<file path="src/rtl/camera_sccb_pkg.sv">
`default_nettype none
// ============================================================================
// Module      : camera_sccb_pkg
// Description : Shared constants, state encodings and the shift-word builder
//               for the camera SCCB configuration block.
// Revision    : 1.0 - initial release
// ============================================================================
package camera_sccb_pkg;

  localparam logic [7:0] SCCB_ID_WRITE  = 8'h42;
  localparam int         START_QUARTERS = 4;
  localparam int         STOP_QUARTERS  = 4;
  localparam int         BIT_QUARTERS   = 4;
  localparam int         FRAME_BITS     = 27;

  // Top-level sequencing: the writer owns everything between LOAD and DONE.
  typedef enum logic [1:0] {
    TOP_IDLE  = 2'd0,
    TOP_LOAD  = 2'd1,
    TOP_WRITE = 2'd2,
    TOP_DONE  = 2'd3
  } top_state_e;

  typedef enum logic [2:0] {
    WR_IDLE  = 3'd0,
    WR_START = 3'd1,
    WR_BITS  = 3'd2,
    WR_STOP  = 3'd3,
    WR_GAP   = 3'd4
  } wr_state_e;

  // Three 9-bit phases; the ninth slot of each is released (1 -> siod_oe=0)
  // so the slave may drive its ACK, which is never sampled.
  function automatic logic [FRAME_BITS-1:0] build_frame(input logic [7:0] reg_addr,
                                                        input logic [7:0] value);
    return {SCCB_ID_WRITE, 1'b1, reg_addr, 1'b1, value, 1'b1};
  endfunction

endpackage
`default_nettype wire

</file>
<file path="src/rtl/camera_config_sccb_writer.sv">
`default_nettype none
// ============================================================================
// Module      : sccb_writer
// Description : Issues one 3-phase SCCB write (ID, register, value) per `go`
//               pulse: START, 27 bits MSB first, STOP, then GAP_Q idle
//               quarters of bus-free time.
// Ports       : clk, rst_n          - clock, async active-low reset
//               go_i                - latch reg_i/value_i and begin a write
//               reg_i, value_i      - register address and data byte
//               sioc_o, siod_oe_o   - SCCB clock, SIOD pull-low enable
//               ack_done_o          - single-cycle pulse on the last GAP edge
// Revision    : 1.0 - initial release
// ============================================================================
module sccb_writer
  import camera_sccb_pkg::*;
#(
  parameter int CLK_DIV = 250,
  parameter int GAP_Q   = 8
) (
  input  logic       clk,
  input  logic       rst_n,
  input  logic       go_i,
  input  logic [7:0] reg_i,
  input  logic [7:0] value_i,
  output logic       sioc_o,
  output logic       siod_oe_o,
  output logic       ack_done_o
);

  localparam int DIV_W = (CLK_DIV > 1) ? $clog2(CLK_DIV) : 1;

  wr_state_e             state_q;
  logic [DIV_W-1:0]      div_q;
  logic [7:0]            qcnt_q;    // quarter index within the current phase/bit
  logic [4:0]            bit_q;
  logic [FRAME_BITS-1:0] shift_q;
  logic                  sioc_q;
  logic                  siod_oe_q;

  logic w_tick;
  assign w_tick = (div_q == DIV_W'(CLK_DIV - 1));

  // Combinational so the top can advance on the same edge the GAP ends;
  // this keeps each write at exactly 2 + quarters*CLK_DIV cycles.
  assign ack_done_o = (state_q == WR_GAP) && w_tick && (qcnt_q == 8'(GAP_Q - 1));
  assign sioc_o     = sioc_q;
  assign siod_oe_o  = siod_oe_q;

  // Outputs are registered and updated on the edge that enters each new
  // quarter, so every assignment below sets the value for the next quarter.
  always_ff @(posedge clk or negedge rst_n) begin
    if (!rst_n) begin
      state_q   <= WR_IDLE;
      div_q     <= '0;
      qcnt_q    <= '0;
      bit_q     <= '0;
      shift_q   <= '1;
      sioc_q    <= 1'b1;
      siod_oe_q <= 1'b0;
    end else if (state_q == WR_IDLE) begin
      sioc_q    <= 1'b1;
      siod_oe_q <= 1'b0;
      if (go_i) begin
        state_q <= WR_START;
        div_q   <= '0;
        qcnt_q  <= '0;
        bit_q   <= '0;
        shift_q <= build_frame(reg_i, value_i);
      end
    end else if (!w_tick) begin
      div_q <= div_q + 1'b1;
    end else begin
      div_q <= '0;
      case (state_q)
        WR_START: begin
          if (qcnt_q == 8'(START_QUARTERS - 1)) begin
            state_q   <= WR_BITS;
            qcnt_q    <= '0;
            bit_q     <= '0;
            sioc_q    <= 1'b0;
            siod_oe_q <= ~shift_q[FRAME_BITS-1];
          end else begin
            qcnt_q <= qcnt_q + 8'd1;
            // SDA falls at the half-way point while SCL stays high.
            if (qcnt_q == 8'd1) siod_oe_q <= 1'b1;
          end
        end
        WR_BITS: begin
          if (qcnt_q == 8'(BIT_QUARTERS - 1)) begin
            qcnt_q <= '0;
            sioc_q <= 1'b0;
            if (bit_q == 5'(FRAME_BITS - 1)) begin
              state_q   <= WR_STOP;
              siod_oe_q <= 1'b1;
            end else begin
              bit_q     <= bit_q + 5'd1;
              shift_q   <= {shift_q[FRAME_BITS-2:0], 1'b1};
              siod_oe_q <= ~shift_q[FRAME_BITS-2];
            end
          end else begin
            qcnt_q <= qcnt_q + 8'd1;
            if (qcnt_q == 8'd1) sioc_q <= 1'b1;
          end
        end
        WR_STOP: begin
          if (qcnt_q == 8'(STOP_QUARTERS - 1)) begin
            state_q <= WR_GAP;
            qcnt_q  <= '0;
          end else begin
            qcnt_q <= qcnt_q + 8'd1;
            if (qcnt_q == 8'd0) sioc_q    <= 1'b1;
            if (qcnt_q == 8'd1) siod_oe_q <= 1'b0;  // SDA rises while SCL high
          end
        end
        WR_GAP: begin
          if (qcnt_q == 8'(GAP_Q - 1)) begin
            state_q <= WR_IDLE;
            qcnt_q  <= '0;
          end else begin
            qcnt_q <= qcnt_q + 8'd1;
          end
        end
        default: state_q <= WR_IDLE;
      endcase
    end
  end

endmodule
`default_nettype wire

</file>
<file path="src/rtl/camera_config_sccb.sv">
`default_nettype none
// ============================================================================
// Module      : camera_config_sccb
// Description : Walks the camera setup ROM (addresses 0..NUM_REGS-1) and
//               issues one SCCB write per entry, then flags `done`.
// Ports       : clk, rst_n                - clock, async active-low reset
//               start                     - pulse requesting a full run
//               rom_addr                  - setup ROM address
//               rom_register, rom_value   - ROM fields, 1-cycle latency
//               sioc, siod_oe             - SCCB clock, SIOD pull-low enable
//               busy, done                - run in progress / run complete
// Revision    : 1.0 - initial release
// ============================================================================
module camera_config_sccb
  import camera_sccb_pkg::*;
#(
  parameter int NUM_REGS   = 26,
  parameter int CLK_DIV    = 250,
  parameter int GAP_Q      = 8,
  parameter int AUTO_START = 1
) (
  input  logic       clk,
  input  logic       rst_n,
  input  logic       start,
  output logic [5:0] rom_addr,
  input  logic [7:0] rom_register,
  input  logic [7:0] rom_value,
  output logic       sioc,
  output logic       siod_oe,
  output logic       busy,
  output logic       done
);

  localparam logic [5:0] LAST_ADDR = 6'(NUM_REGS - 1);

  top_state_e state_q;
  logic       load_q;     // second LOAD cycle: ROM output register is valid
  logic       auto_q;     // pending automatic start after reset release
  logic [5:0] rom_addr_q;
  logic       busy_q;
  logic       done_q;

  logic w_go;
  logic w_ack;

  assign w_go     = (state_q == TOP_LOAD) && load_q;
  assign rom_addr = rom_addr_q;
  assign busy     = busy_q;
  assign done     = done_q;

  always_ff @(posedge clk or negedge rst_n) begin
    if (!rst_n) begin
      state_q    <= TOP_IDLE;
      load_q     <= 1'b0;
      auto_q     <= (AUTO_START != 0);
      rom_addr_q <= '0;
      busy_q     <= 1'b0;
      done_q     <= 1'b0;
    end else begin
      case (state_q)
        TOP_IDLE, TOP_DONE: begin
          if (start || auto_q) begin
            state_q    <= TOP_LOAD;
            load_q     <= 1'b0;
            auto_q     <= 1'b0;
            rom_addr_q <= '0;
            busy_q     <= 1'b1;
            done_q     <= 1'b0;
          end
        end
        TOP_LOAD: begin
          if (load_q) state_q <= TOP_WRITE;
          else        load_q  <= 1'b1;
        end
        TOP_WRITE: begin
          if (w_ack) begin
            if (rom_addr_q == LAST_ADDR) begin
              state_q <= TOP_DONE;
              busy_q  <= 1'b0;
              done_q  <= 1'b1;
            end else begin
              rom_addr_q <= rom_addr_q + 6'd1;
              state_q    <= TOP_LOAD;
              load_q     <= 1'b0;
            end
          end
        end
        default: state_q <= TOP_IDLE;
      endcase
    end
  end

  sccb_writer #(
    .CLK_DIV (CLK_DIV),
    .GAP_Q   (GAP_Q)
  ) u_writer (
    .clk        (clk),
    .rst_n      (rst_n),
    .go_i       (w_go),
    .reg_i      (rom_register),
    .value_i    (rom_value),
    .sioc_o     (sioc),
    .siod_oe_o  (siod_oe),
    .ack_done_o (w_ack)
  );

endmodule
`default_nettype wire

</file>
<file path="config.mk">
export PLATFORM = sky130hd
export DESIGN_NAME = camera_config_sccb
export DESIGN_NICKNAME = d
export VERILOG_FILES = /design/src/rtl/camera_sccb_pkg.sv /design/src/rtl/camera_config_sccb_writer.sv /design/src/rtl/camera_config_sccb.sv
export SDC_FILE = /design/constraint.sdc
export NUM_CORES = 1
export LEC_CHECK = 0
export CAP_MARGIN = 30
export CORE_ASPECT_RATIO = 2
export CORE_MARGIN = 4
export CORE_UTILIZATION = 30
export DETAILED_ROUTE_END_ITERATION = 12
export GPL_ROUTABILITY_DRIVEN = 0
export PLACE_DENSITY = 0.52
export RECOVER_POWER = 100
export SLEW_MARGIN = 20
export SYNTH_ARGS = -nofsm -noshare
export SYNTH_HDL_FRONTEND = slang
export SYNTH_SLANG_ARGS = --single-unit
</file>
<file path="constraint.sdc">
create_clock -name clk -period 4.8 [get_ports clk]
set_input_delay 0.48 -clock clk [delete_from_list [all_inputs] [get_ports clk]]
set_output_delay 0.48 -clock clk [all_outputs]
set_load 0.01 [all_outputs]
</file>
==> reports/summary.txt <==
Run status -> finished clean
Worst VDD drop -> 0.0002685 V
Share of the yosys chip area belonging to registers -> 46.58%
Clock latency reported for the late side of the worst-skew pair -> 0.33 ns
Drt wl/cell -> 14.03 um
Pleak -> 1.706 nW
Critical path start-end classification -> reg -> reg
Slack of the worst reg-to-reg path -> 1.22 ns
Number of max-capacitance violations reported -> 0
Setup TNS -> 0 ns
Setup WS post-layout -> 1.225 ns
Die area -> 13610 um^2
Setup clock skew after layout -> 0.007489 ns
Nature of the critical path endpoint -> register
Total Nets Final -> 449
Kind of start point of the critical path -> register
Combinational cell fraction of total power -> 24.8%
Clock network power share -> 32.0%
Number of distinct library cell variants in the gate-level netlist after synthesis -> 52
Top Ports -> 29
Net switching power -> 0.6847 mW
Worst max-slew margin expressed relative to the limit -> 35.24%
Post-CTS setup repair buffer count -> 0
Post-CTS resize count -> 0
Clock buffers created by TritonCTS -> 9
Overflow after GRT -> 0
Instance area at placement -> 3968 um^2
Violation count after the first detailed-route iteration -> 104
Reg-to-reg endpoint -> u_writer.qcnt_q[6]$_DFFE_PN0P_
Number of synthesized register bits -> 64
Final cycle utilization of the critical path -> 74.48%
Proportion of register bits with asynchronous set or reset after synthesis -> 100.0%
Clock-pin slew of the registers on the worst-case setup and hold paths -> 0.05 ns
Post-synth EDFFs -> 0
Yosys synthesis warning count -> 0
Number of hold violations in the final report -> 0
Wire length of the first global-routing pass -> 13.73 mm
Largest net degree at the start of global routing -> 65
Total vias in the final route -> 2900
Post-DR vias/cell -> 5.142
Worst Max-Slew Pin Slew -> 0.9713 ns
Maximum level of the CTS H-tree -> 3
Switching Fraction -> 31.39%
Min Clock Period, post-route -> 3.575 ns
First-pass iteration count of the detailed router -> 5
DRC -> 0
CP Max Fanout -> 21
CTS hold repair buffers -> 0
Total nets after synthesis -> 421
Required arrival time at the worst endpoint -> 5.00 ns
Worst flop-to-flop path startpoint -> u_writer.state_q[2]$_DFFE_PN0P_
Synth Instances -> 389
Cell at the root of the clock tree -> sky130_fd_sc_hd__clkbuf_16
Number of placement rows -> 55
Slew Limit Fails -> 0
Die width -> 84.52 um
Netlist Area Pre-Place -> 3513 um^2
Clock tree from TritonCTS -> done
Maximum clock frequency -> 279.7 MHz
Kind of path behind the tightest hold check -> in -> async
Worst Reg2Reg Path Length in Cells -> 8
Core region area -> 11420 um^2
Overall die height -> 161.0 um
Minimum setup slack after placement -> 1.762 ns
Starting utilization of the core area -> 30.76%
Vias in the first global route -> 2909
Power density of the placed cells -> 514.6 nW/um^2
Main flop type after synthesis -> sky130_fd_sc_hd__dfrtp_1
Clock sink count -> 64
Fin Hold WS -> 0.3385 ns
Sequential power share -> 43.2%
Initial antenna violation count -> 0
Maximum clock insertion buffer count -> 2
I/O Buffers -> 28
Post-DP HPWL -> 5.730 mm
Design internal power -> 1.497 mW
Final setup violating endpoints -> 0
Setup repair after global routing missed its margin -> no
Average cell area after synthesis -> 9.032 um^2
Arrival time of data at the critical path endpoint -> 3.77 ns
Remaining antenna violation count after routing -> 0
Layout overhead on the synthesized area -> 20.66%
Final instance area -> 4239 um^2
Final antenna diode count -> 0
Share of layout cells above drive strength 1 -> 14.22%
Total wire length -> 7.912 mm
GR Util All Layers -> 12.30%
[sequential cells by signal, summed over array words and instances, names as in the netlist]
name and cells:
u_writer.div_q 8, u_writer.shift_q 26, u_writer.bit_q 5, done 1, busy 1, u_writer.siod_oe_o 1, u_writer.qcnt_q 8, u_writer.state_q 3
auto_q 1, load_q 1, state_q 2, u_writer.sioc_o 1, rom_addr 6
[critical path: stages (launching register included)]
cell and delay, ns:
sky130_fd_sc_hd__dfrtp_1 0.64, sky130_fd_sc_hd__or3_1 0.39, sky130_fd_sc_hd__clkbuf_1 0.77, sky130_fd_sc_hd__o21ai_0 0.20, sky130_fd_sc_hd__clkbuf_1 0.29, sky130_fd_sc_hd__a22oi_1 0.22
sky130_fd_sc_hd__clkbuf_1 0.48, sky130_fd_sc_hd__nand2b_1 0.32, sky130_fd_sc_hd__o22ai_1 0.12
[stage by stage]
stage,utilization (%),total power [mW],instances
floorplan,-,1.327,389
global placement,34.49,1.498,547
detailed placement,34.73,1.512,548
CTS,37.55,2.227,564
global route,37.11,2.353,564
finish,37.11,2.181,564
[cell type report]
cell class / count / area, um^2
clock buffer: 10 / 239.0
clock inverter: 6 / 82.58
fill: 1224 / 7184
inverter: 25 / 93.84
multi-input combinational: 283 / 1700
sequential: 64 / 1637
tap: 142 / 177.7
timing repair buffer: 34 / 309.0
[placed cells by master (no fill, tap or decap), drive strengths merged, types with 3 or more instances in the layout]
cell            n
dfstp          28
inv            25
or2             3
clkbuf         13
and3            5
o211ai          4
nand4           6
o21ai          31
nor2           42
nor3            6
buf             4
dfrtp          36
mux2i           4
clkinv          3
nand2          54
nor3b           3
o22ai           7
o31ai           6
a22oi           3
nand2b          4
nor2b           5
and2            3
a21oi          12
clkdlybuf4s50  17
a31oi          24
o2bb2ai         3
mux2            4
dlygate4sd3    10
nand3          18
ha             13
[power groups by stage]
| stage | Combinational, mW | Clock [mW] | Sequential [mW] |
|---|---|---|---|
| global route | 0.629 | 0.748 | 0.976 |
| floorplan | 0.430 | 0 | 0.898 |
| CTS | 0.562 | 0.721 | 0.944 |
| detailed placement | 0.561 | 0 | 0.951 |
| global placement | 0.551 | 0 | 0.947 |
| finish | 0.540 | 0.699 | 0.942 |
[synth_stat cells, drive strengths merged, types with 2 or more instances]
cell type	count	area, um^2
ha	13	162.7
a21boi	2	15.01
and3	5	31.28
mux2i	4	40.04
a21oi	12	60.06
o32a	2	20.02
and2	3	18.77
o211ai	4	35.03
clkbuf	11	41.29
nor3b	3	22.52
o22ai	7	43.79
a31oi	24	150.1
nand2b	4	25.02
inv	25	93.84
mux2	4	48.79
o21ai	31	158.9
a22oi	3	22.52
nand3	18	90.09
nor2	42	157.7
o31ai	6	50.05
or2	3	21.27
nor3	6	46.30
o311ai	2	25.03
nand4b	2	17.52
nand2	54	202.7
nand4	6	37.54
dfstp	28	735.7
nand3b	2	15.01
o2bb2ai	3	26.28
buf	6	30.03
nor4	2	12.51
dfrtp	36	900.9
nor2b	5	31.28
nor4b	2	17.52
[how the worst max path moves through the flow]
stage,from,end
2_1_floorplan,u_writer.qcnt_q[4]$_DFFE_PN0P_,u_writer.state_q[0]$_DFFE_PN0P_
5_1_grt,u_writer.state_q[2]$_DFFE_PN0P_,u_writer.qcnt_q[6]$_DFFE_PN0P_
4_1_cts,u_writer.state_q[2]$_DFFE_PN0P_,u_writer.shift_q[18]$_DFFE_PN1P_
6_report,u_writer.state_q[2]$_DFFE_PN0P_,u_writer.qcnt_q[6]$_DFFE_PN0P_
3_3_place_gp,u_writer.state_q[2]$_DFFE_PN0P_,u_writer.shift_q[26]$_DFFE_PN1P_
3_5_place_dp,u_writer.state_q[2]$_DFFE_PN0P_,u_writer.shift_q[18]$_DFFE_PN1P_
[routing by layer]
metal	GRT usage [%]	part of all wire, %	up-vias
li1	-	-	1441
met1	13.79	40	1386
met2	21.63	53	53
met3	2.399	3.3	20
met4	6.412	3.2	0
met5	0	0	-
[cell families after synthesis]
| logic type | after synthesis | share of synthesized area (%) |
|---|---|---|
| buffers and inverters | 42 | 4.701 |
| AO/OA/AOI/OAI | 103 | 19.80 |
| AND/OR/NAND/NOR | 159 | 21.76 |
| multiplexers | 8 | 2.528 |
| flip-flops | 64 | 46.58 |
| adder cells (fa/ha/maj) | 13 | 4.630 |
No activity file was read; power rests on OpenSTA's default activity.
